File: src/rtl/nibble_serial_adder_pkg.sv
// Shared definitions for the nibble-serial adder: nibble width and FSM states.
package nibble_serial_adder_pkg;

    localparam int NIBBLE_W = 4;

    typedef enum logic [1:0] {
        ST_IDLE = 2'd0,
        ST_RUN  = 2'd1,
        ST_DONE = 2'd2
    } state_t;

endpackage

File: src/rtl/nibble_serial_adder_fa4.sv
// FullAdder4: combinational 4-bit carry-lookahead adder used once per nibble.
module nibble_serial_adder_fa4
    import nibble_serial_adder_pkg::*;
(
    input  logic [NIBBLE_W-1:0] i_a,
    input  logic [NIBBLE_W-1:0] i_b,
    input  logic                i_carry,
    output logic [NIBBLE_W-1:0] o_sum,
    output logic                o_carry
);

    logic [NIBBLE_W-1:0] w_gen;
    logic [NIBBLE_W-1:0] w_prop;
    logic [NIBBLE_W:0]   w_c;

    assign w_gen  = i_a & i_b;
    assign w_prop = i_a ^ i_b;

    // Every carry is expanded from i_carry directly so no carry waits on another.
    assign w_c[0] = i_carry;
    assign w_c[1] = w_gen[0] | (w_prop[0] & i_carry);
    assign w_c[2] = w_gen[1] | (w_prop[1] & w_gen[0])
                  | (w_prop[1] & w_prop[0] & i_carry);
    assign w_c[3] = w_gen[2] | (w_prop[2] & w_gen[1])
                  | (w_prop[2] & w_prop[1] & w_gen[0])
                  | (w_prop[2] & w_prop[1] & w_prop[0] & i_carry);
    assign w_c[4] = w_gen[3] | (w_prop[3] & w_gen[2])
                  | (w_prop[3] & w_prop[2] & w_gen[1])
                  | (w_prop[3] & w_prop[2] & w_prop[1] & w_gen[0])
                  | (w_prop[3] & w_prop[2] & w_prop[1] & w_prop[0] & i_carry);

    assign o_sum   = w_prop ^ w_c[NIBBLE_W-1:0];
    assign o_carry = w_c[NIBBLE_W];

endmodule

File: src/rtl/nibble_serial_adder.sv
// Multi-cycle WIDTH-bit add/subtract that streams one nibble per cycle through a
// single 4-bit carry-lookahead adder, with valid/ready handshakes on both sides.
module nibble_serial_adder
    import nibble_serial_adder_pkg::*;
#(
    parameter int WIDTH = 16
)
(
    input  logic             Clk,
    input  logic             ResetN,
    input  logic             InValid,
    output logic             InReady,
    input  logic [WIDTH-1:0] A,
    input  logic [WIDTH-1:0] B,
    input  logic             CarryIn,
    input  logic             Sub,
    output logic             OutValid,
    input  logic             OutReady,
    output logic [WIDTH-1:0] Result,
    output logic             CarryOut,
    output logic             Overflow,
    output logic             Zero
);

    localparam int NIBBLES = WIDTH / NIBBLE_W;
    localparam int CNT_W   = (NIBBLES > 1) ? $clog2(NIBBLES) : 1;
    localparam logic [CNT_W-1:0] LAST_CNT = CNT_W'(NIBBLES - 1);

    generate
        if (((WIDTH % NIBBLE_W) != 0) || (WIDTH < NIBBLE_W)) begin : g_badWidth
            $error("nibble_serial_adder: WIDTH must be a multiple of 4 and >= 4");
        end
    endgenerate

    state_t               r_state;
    state_t               w_stateNext;
    logic [CNT_W-1:0]     r_cnt;
    logic [WIDTH-1:0]     r_a;
    logic [WIDTH-1:0]     r_b;
    logic                 r_carry;
    logic [WIDTH-1:0]     r_result;
    logic                 r_carryOut;
    logic                 r_overflow;
    logic                 r_zero;
    logic                 r_outValid;

    logic                 w_accept;
    logic                 w_last;
    logic                 w_release;
    logic [WIDTH-1:0]     w_aShift;
    logic [WIDTH-1:0]     w_bShift;
    logic [NIBBLE_W-1:0]  w_sumNib;
    logic                 w_faCarry;
    logic [WIDTH-1:0]     w_resultNext;

    // Nibble select: shift the captured operands down to the current nibble.
    assign w_aShift = r_a >> {r_cnt, 2'b00};
    assign w_bShift = r_b >> {r_cnt, 2'b00};

    nibble_serial_adder_fa4 u_FullAdder4 (
        .i_a     (w_aShift[NIBBLE_W-1:0]),
        .i_b     (w_bShift[NIBBLE_W-1:0]),
        .i_carry (r_carry),
        .o_sum   (w_sumNib),
        .o_carry (w_faCarry)
    );

    always_comb begin
        w_resultNext = r_result;
        for (int i = 0; i < NIBBLES; i++) begin
            if (r_cnt == CNT_W'(i)) begin
                w_resultNext[i*NIBBLE_W +: NIBBLE_W] = w_sumNib;
            end
        end
    end

    always_comb begin
        w_stateNext = r_state;
        w_accept    = 1'b0;
        w_last      = 1'b0;
        w_release   = 1'b0;
        InReady     = 1'b0;
        case (r_state)
            ST_IDLE: begin
                InReady  = 1'b1;
                w_accept = InValid;
                if (InValid) begin
                    w_stateNext = ST_RUN;
                end
            end
            ST_RUN: begin
                w_last = (r_cnt == LAST_CNT);
                if (r_cnt == LAST_CNT) begin
                    w_stateNext = ST_DONE;
                end
            end
            ST_DONE: begin
                w_release = OutReady;
                if (OutReady) begin
                    w_stateNext = ST_IDLE;
                end
            end
            default: begin
                w_stateNext = ST_IDLE;
            end
        endcase
    end

    always_ff @(posedge Clk or negedge ResetN) begin
        if (!ResetN) begin
            r_state <= ST_IDLE;
        end else begin
            r_state <= w_stateNext;
        end
    end

    // Subtraction is folded into the add: A + ~B + ~borrow.
    always_ff @(posedge Clk or negedge ResetN) begin
        if (!ResetN) begin
            r_cnt      <= '0;
            r_a        <= '0;
            r_b        <= '0;
            r_carry    <= 1'b0;
            r_result   <= '0;
            r_carryOut <= 1'b0;
            r_overflow <= 1'b0;
            r_zero     <= 1'b0;
            r_outValid <= 1'b0;
        end else if (w_accept) begin
            r_a     <= A;
            r_b     <= Sub ? ~B : B;
            r_carry <= CarryIn ^ Sub;
            r_cnt   <= '0;
        end else if (r_state == ST_RUN) begin
            r_result <= w_resultNext;
            r_carry  <= w_faCarry;
            r_cnt    <= r_cnt + CNT_W'(1);
            if (w_last) begin
                r_carryOut <= w_faCarry;
                r_overflow <= (r_a[WIDTH-1] == r_b[WIDTH-1]) &&
                              (w_sumNib[NIBBLE_W-1] != r_a[WIDTH-1]);
                r_zero     <= (w_resultNext == '0);
                r_outValid <= 1'b1;
            end
        end else if (w_release) begin
            r_outValid <= 1'b0;
        end
    end

    assign OutValid = r_outValid;
    assign Result   = r_result;
    assign CarryOut = r_carryOut;
    assign Overflow = r_overflow;
    assign Zero     = r_zero;

endmodule

File: config.mk
export PLATFORM = sky130hd
export DESIGN_NAME = nibble_serial_adder
export DESIGN_NICKNAME = d
export VERILOG_FILES = /design/src/rtl/nibble_serial_adder_pkg.sv /design/src/rtl/nibble_serial_adder_fa4.sv /design/src/rtl/nibble_serial_adder.sv
export SDC_FILE = /design/constraint.sdc
export NUM_CORES = 1
export LEC_CHECK = 0
export CORE_MARGIN = 2
export CORE_UTILIZATION = 40
export DETAILED_ROUTE_END_ITERATION = 7
export PLACE_DENSITY = 0.64
export SYNTH_ARGS = -nofsm -noshare
export SYNTH_HDL_FRONTEND = slang
export SYNTH_SLANG_ARGS = --single-unit
export TNS_END_PERCENT = 20
File: constraint.sdc
create_clock -name Clk -period 2.9 [get_ports Clk]
set_clock_uncertainty 0.05 [all_clocks]
set_input_delay 0.435 -clock Clk [delete_from_list [all_inputs] [get_ports Clk]]
set_output_delay 0.435 -clock Clk [all_outputs]
set_load 0.05 [all_outputs]
Word-level counts from Yosys, hierarchy flattened:

Index checks and enable logic that the tools add are counted.
Widths: inputs -> output; s select.

* eq/ne operators: 11
* reductions and logical operators: 10
* bitwise logic cells: 32
* shifts and indexed selects: 2
* $add $sub $neg: 1
* mux-type cells: 20

Operators with widths (number)
* $shr 16x4->4: 2
* $and 1x1->1: 16
* $logic_not 16->1: 1
* $mux 16: 1
* $mux 4: 4
* $not 16->16: 1
* $mux 2: 5
* $or 1x1->1: 10
* $mux 1: 9
* $reduce_and 3->1: 3
* $ne 2x2->1 const B: 4
* $xor 4x4->4: 2
* $eq 2x2->1 const B: 3
* $pmux 2 s3: 1
* $and 4x4->4: 1
* $eq 2x1->1 const B: 2
* $logic_not 2->1: 2
* $reduce_bool 2->1: 2
* $add 2x1->2 const B: 1
* $reduce_and 2->1: 1
* $eq 1x1->1: 1
* $logic_and 1x1->1: 1
* $ne 1x1->1: 1
* $not 1->1: 1
* $xor 1x1->1: 1

* input bits: 38
* output and inout bits: 21
* register bits: 57

Logic depth before layout (Yosys ltp):

* depth in word-level cells: 9
* gate-level depth with buffers: 7
* mapped depth without buffers: 6

Cells and area by module:

Synthesis repeated with hierarchy kept, for this count alone.

* cells, all modules: 259
* area total of the unflattened synthesis: 2792.7 µm²

Modules (own cells, without submodules)
* nibble_serial_adder: area each 2660.1 µm², cells an instance 246, instances 1, sequential area each 1426.4 µm²
* nibble_serial_adder_fa4: area each 132.6 µm², cells an instance 13, instances 1, sequential area each 0.0 µm²

Worst setup path before layout:

No wires, ideal clock.

* kind: reg-to-reg
* start point: register r_cnt[0]
* end point: register r_overflow, in the netlist Overflow
* slack: 0.344 ns
* period minus slack after synthesis: 2.556 ns
* setup time: 0.124 ns
* arrival: 2.382 ns
* cell stages (with the launch flop): 8
* cells stage by stage: dfrtp_1 > buf_2 > mux4_2 > ha_1 > a211oi_1 > o21ai_0 > and3_1 > a211o_1

* word-level cells in the longest chain between the ends: 9
* elaborated cells on any way between the ends: 18

Ends and longest elaborated chain
* from (decl): RTL line nibble_serial_adder.sv:37 `logic [CNT_W-1:0] r_cnt;`
* from (signal assigned): RTL line nibble_serial_adder.sv:137 `r_cnt <= r_cnt + CNT_W'(1);`
* $shr 16x4->4 (on tied branches): RTL line nibble_serial_adder.sv:57, nibble_serial_adder.sv:58
* $xor 4x4->4 / $and 4x4->4 (equally long branches): RTL line nibble_serial_adder_fa4.sv:17, nibble_serial_adder_fa4.sv:16
* $and 1x1->1 (on tied branches): RTL line nibble_serial_adder_fa4.sv:24, nibble_serial_adder_fa4.sv:25, nibble_serial_adder_fa4.sv:26
* $or 1x1->1 (tied with other cells): RTL line nibble_serial_adder_fa4.sv:24 `assign w_c[3] = w_gen[2] | (w_prop[2] & w_gen[1])`
* $or 1x1->1 / $and 1x1->1 (equally long branches): RTL line nibble_serial_adder_fa4.sv:25, nibble_serial_adder_fa4.sv:26
* $or 1x1->1: RTL line nibble_serial_adder_fa4.sv:26 `| (w_prop[2] & w_prop[1] & w_prop[0] & i_carry);`
* $xor 4x4->4: RTL line nibble_serial_adder_fa4.sv:32 `assign o_sum = w_prop ^ w_c[NIBBLE_W-1:0];`
* $ne 1x1->1: RTL line nibble_serial_adder.sv:141 `(w_sumNib[NIBBLE_W-1] != r_a[WIDTH-1]);`
* $logic_and 1x1->1: RTL line nibble_serial_adder.sv:140 `r_overflow <= (r_a[WIDTH-1] == r_b[WIDTH-1]) &&`
* to (signal assigned): RTL line nibble_serial_adder.sv:140
* to (decl): RTL line nibble_serial_adder.sv:43 `logic r_overflow;`

Parallel ways exist; a longest one is shown, timed or not.
A chain may end at the register's enable or synchronous reset.

Worst setup path in the final report:

* start point: register r_cnt[0]
* end point: register r_result[3], in the netlist Result[3]

* word-level cells in the longest chain between the ends: 8
* elaborated cells on any way between the ends: 15

Ends and longest elaborated chain
* $shr 16x4->4 (on tied branches): RTL line nibble_serial_adder.sv:57, nibble_serial_adder.sv:58
* $xor 4x4->4 / $and 4x4->4 (equally long branches): RTL line nibble_serial_adder_fa4.sv:17, nibble_serial_adder_fa4.sv:16
* $and 1x1->1 (on tied branches): RTL line nibble_serial_adder_fa4.sv:24, nibble_serial_adder_fa4.sv:25, nibble_serial_adder_fa4.sv:26
* $or 1x1->1 (tied with other cells): RTL line nibble_serial_adder_fa4.sv:24
* $or 1x1->1 / $and 1x1->1 (equally long branches): RTL line nibble_serial_adder_fa4.sv:25, nibble_serial_adder_fa4.sv:26
* $or 1x1->1: RTL line nibble_serial_adder_fa4.sv:26
* $xor 4x4->4: RTL line nibble_serial_adder_fa4.sv:32
* $mux 4 *: RTL line nibble_serial_adder.sv:71 `if (r_cnt == CNT_W'(i)) begin`
* to (signal assigned): RTL line nibble_serial_adder.sv:135 `r_result <= w_resultNext;`
* to (decl): RTL line nibble_serial_adder.sv:41 `logic [WIDTH-1:0] r_result;`

Every way passes the cells marked *; elsewhere a longest branch is shown, timed or not.

==> impl_metrics.toml <==
[timing]
hold_viol_final = 0
maxSlewHeadroom_pct = 52.9
tightest_slew_ns = 0.707
min_period_ns = 2.60
max_freq_ghz = 0.385
setup_viol = 0
fin_hold_ws_ns = 0.197
tns_ns = 0
rsz0062_at_grt = "no"
slew_viol_final = 0
final.period_utilization_pct = 89.6

[pwr]
p_total_uw = 4970
power.leakage_uw = 0.00158
power.share.clock_pct = 12.5
p_int_uw = 2690
seqPwrFrac_pct = 29.9
swShare_pct = 46.0
p_switching_uw = 2290
p_comb_share_pct = 57.6
irDropWorstVdd_uv = 592
pwr_density_cell_mw_per_mm2 = 1390

[clock_network]
clk_pin_slew_worst_paths_ns = 0.06
cts_setup_buffers = 0
cts_made_buffers = 9
clock_path_buffers = 2
cts_max_level = 3
cts_root_buffer = "clkbuf_8"
cts.sinks = 57
cts_resized = 0
worstSkewPairLatency_ns = 0.33
cts_tree = "yes"
holdBufCountCts = 0

[yosys]
synth.net_count = 320
synth_cells = 273
seq_area_frac_synth_pct = 52.2
yosysWarnings = 0
synth.avg_cell_area_um2 = 10.0
synth_area_mm2 = 0.00274
synth_cell_types = 34
ys_ff_latch = 57

[drt]
initialDrtViolationCount = 114
vias = 2064
first_pass_iters = 4
drc = 0
routed_wl_um = 5630
ant_nets = 0
wl_per_cell_um = 13.4
post_drt_via_cell_ratio = 4.90

[global_routing]
grt_usage_pct = 16.5
grt_antenna_before_repair = 0
grt_first_pass_wirelength_um = 9360
grt_max_degree = 58
overflow = 0
grt_pass1_vias = 1965

[placement]
portBuffers = 58
placed_area_mm2 = 0.00342
routabilityCongestion = 0.767
hpwl_um = 4110

[floorplan]
die_area_mm2 = 0.00752
die_w_um = 86.7
ios = 59
die_y_um = 86.7
rows = 30
initial_core_util_pct = 40.7
core_area_mm2 = 0.00672

[layout]
mostFrequentLayoutCell = "nand2_1"
final_area_mm2 = 0.00358
fin_nets = 385
fin_util_pct = 53.3
drive_above_1_share_pct = 9.09
antenna_cells = 0
layout.cells.most_common_list = "nand2_1, dfrtp_1, clkdlybuf4s50_1"
area_growth_pct = 31.0
fillers = 628

[hold_path]
hold_path_class = "in -> async"

[setup_path]
cp.arrival_ns = 2.79
worstSetupStartpointType = "flop"
critPathKind = "reg -> reg"
critPathCaptureType = "flop"
crit_fanout = 9
cp.required_ns = 3.09

[flow_run]
cap_violations = 0

[outcome]
status = "finished clean"
-- Yosys cell counts --
library cell	number	area share, %
nor4_1	3	0.69
o21ai_0	20	3.7
nand2_4	1	0.41
xor2_1	1	0.32
dfrtp_1	57	52
clkbuf_1	4	0.55
buf_4	1	0.27
mux2_2	1	0.41
ha_1	8	3.7
nor2_1	24	3.3
mux4_2	8	6.6
inv_1	4	0.55
xnor2_1	19	6.1
a21o_1	2	0.55
o22ai_1	1	0.23
a311oi_1	1	0.32
mux2i_1	1	0.37
and3_1	1	0.23
nand3_1	2	0.37
buf_2	7	1.3
nand3b_1	1	0.27
a21oi_1	18	3.3
fa_1	1	0.73
nor3b_2	1	0.46
o31ai_1	2	0.55
o41ai_1	1	0.32
nor2b_1	1	0.23
o211ai_1	1	0.27
a211o_1	1	0.32
and2_1	2	0.46
a221o_1	1	0.37
a211oi_1	1	0.27
nor3_1	1	0.18
nand2_1	75	10
-- metal layers --
layer  GRT usage (%)  vias up  routed length (um)
met2            25.0       70                2510
met4            7.67        0                  81
met5               0        -                   0
li1                -     1052                   -
met3            4.19       11                 319
met1            22.2      931                2720
-- power groups by stage --
stage	sequential [uW]	combinational, uW	clock, uW
3_3_place_gp	1500	2780	0
5_1_grt	1540	3150	684
2_1_floorplan	1810	1630	0
6_report	1490	2860	624
4_1_cts	1490	2870	641
3_5_place_dp	1500	2860	0
-- layout make-up --
cell class / instances / area, um^2 / area share (%)
Tap cell: 80 / 100 / 2.79
Clock buffer: 14 / 163 / 4.54
Timing Repair Buffer: 66 / 636 / 17.7
Inverter: 4 / 15.0 / 0.419
Sequential cell: 57 / 1430 / 39.8
Multi-Input combinational cell: 200 / 1240 / 34.7
-- logic make-up after synthesis --
| family | after synthesis | share of synthesized area [%] |
|---|---|---|
| and+or+nand+nor | 112 | 16.9 |
| DFF | 57 | 52.2 |
| AOI/OAI and AO/OA | 49 | 10.2 |
| xor gates and xnor gates | 20 | 6.40 |
| buffers and inverters | 16 | 2.65 |
| muxes | 10 | 7.36 |
| adders and majority gates | 9 | 4.39 |
-- sequential cells by signal, summed over array words and instances (netlist names), 2 cells and up --
register	flops
r_cnt	2
Result	16
r_a	16
r_b	16
r_state	2
-- worst paths after layout --
| kind | from | to | slack, ns | depth (start not counted) |
|---|---|---|---|---|
| worst max-delay path | r_cnt[0] | Result[3] | 0.30 | 7 |
| worst min-delay path | ResetN | Result[13] | 0.20 | 2 |
| worst max register to register | r_cnt[0] | Result[3] | 0.30 | 7 |
| worst min register to register | Result[12] | Result[12] | 0.43 | 2 |
| max in group asynchronous | ResetN | r_cnt[1] | 2.13 | 2 |
| min in group Clk | Result[12] | Result[12] | 0.43 | 2 |
-- per-stage QoR --
stage,setup slack [ns],std cells
after global placement,0.408,407
after floorplan,0.344,273
after CTS,0.309,421
after global routing,0.0456,421
final,0.302,421
after detailed placement,0.349,407
-- critical path: stages, from the launching register on --
cell and delay, ns:
dfrtp_1 0.50, buf_4 0.25, mux4_2 0.51, ha_1 0.38, o21ai_0 0.12, o21ai_0 0.28
nand3_1 0.21, o21ai_0 0.21
Power figures use the tool's default switching activity.
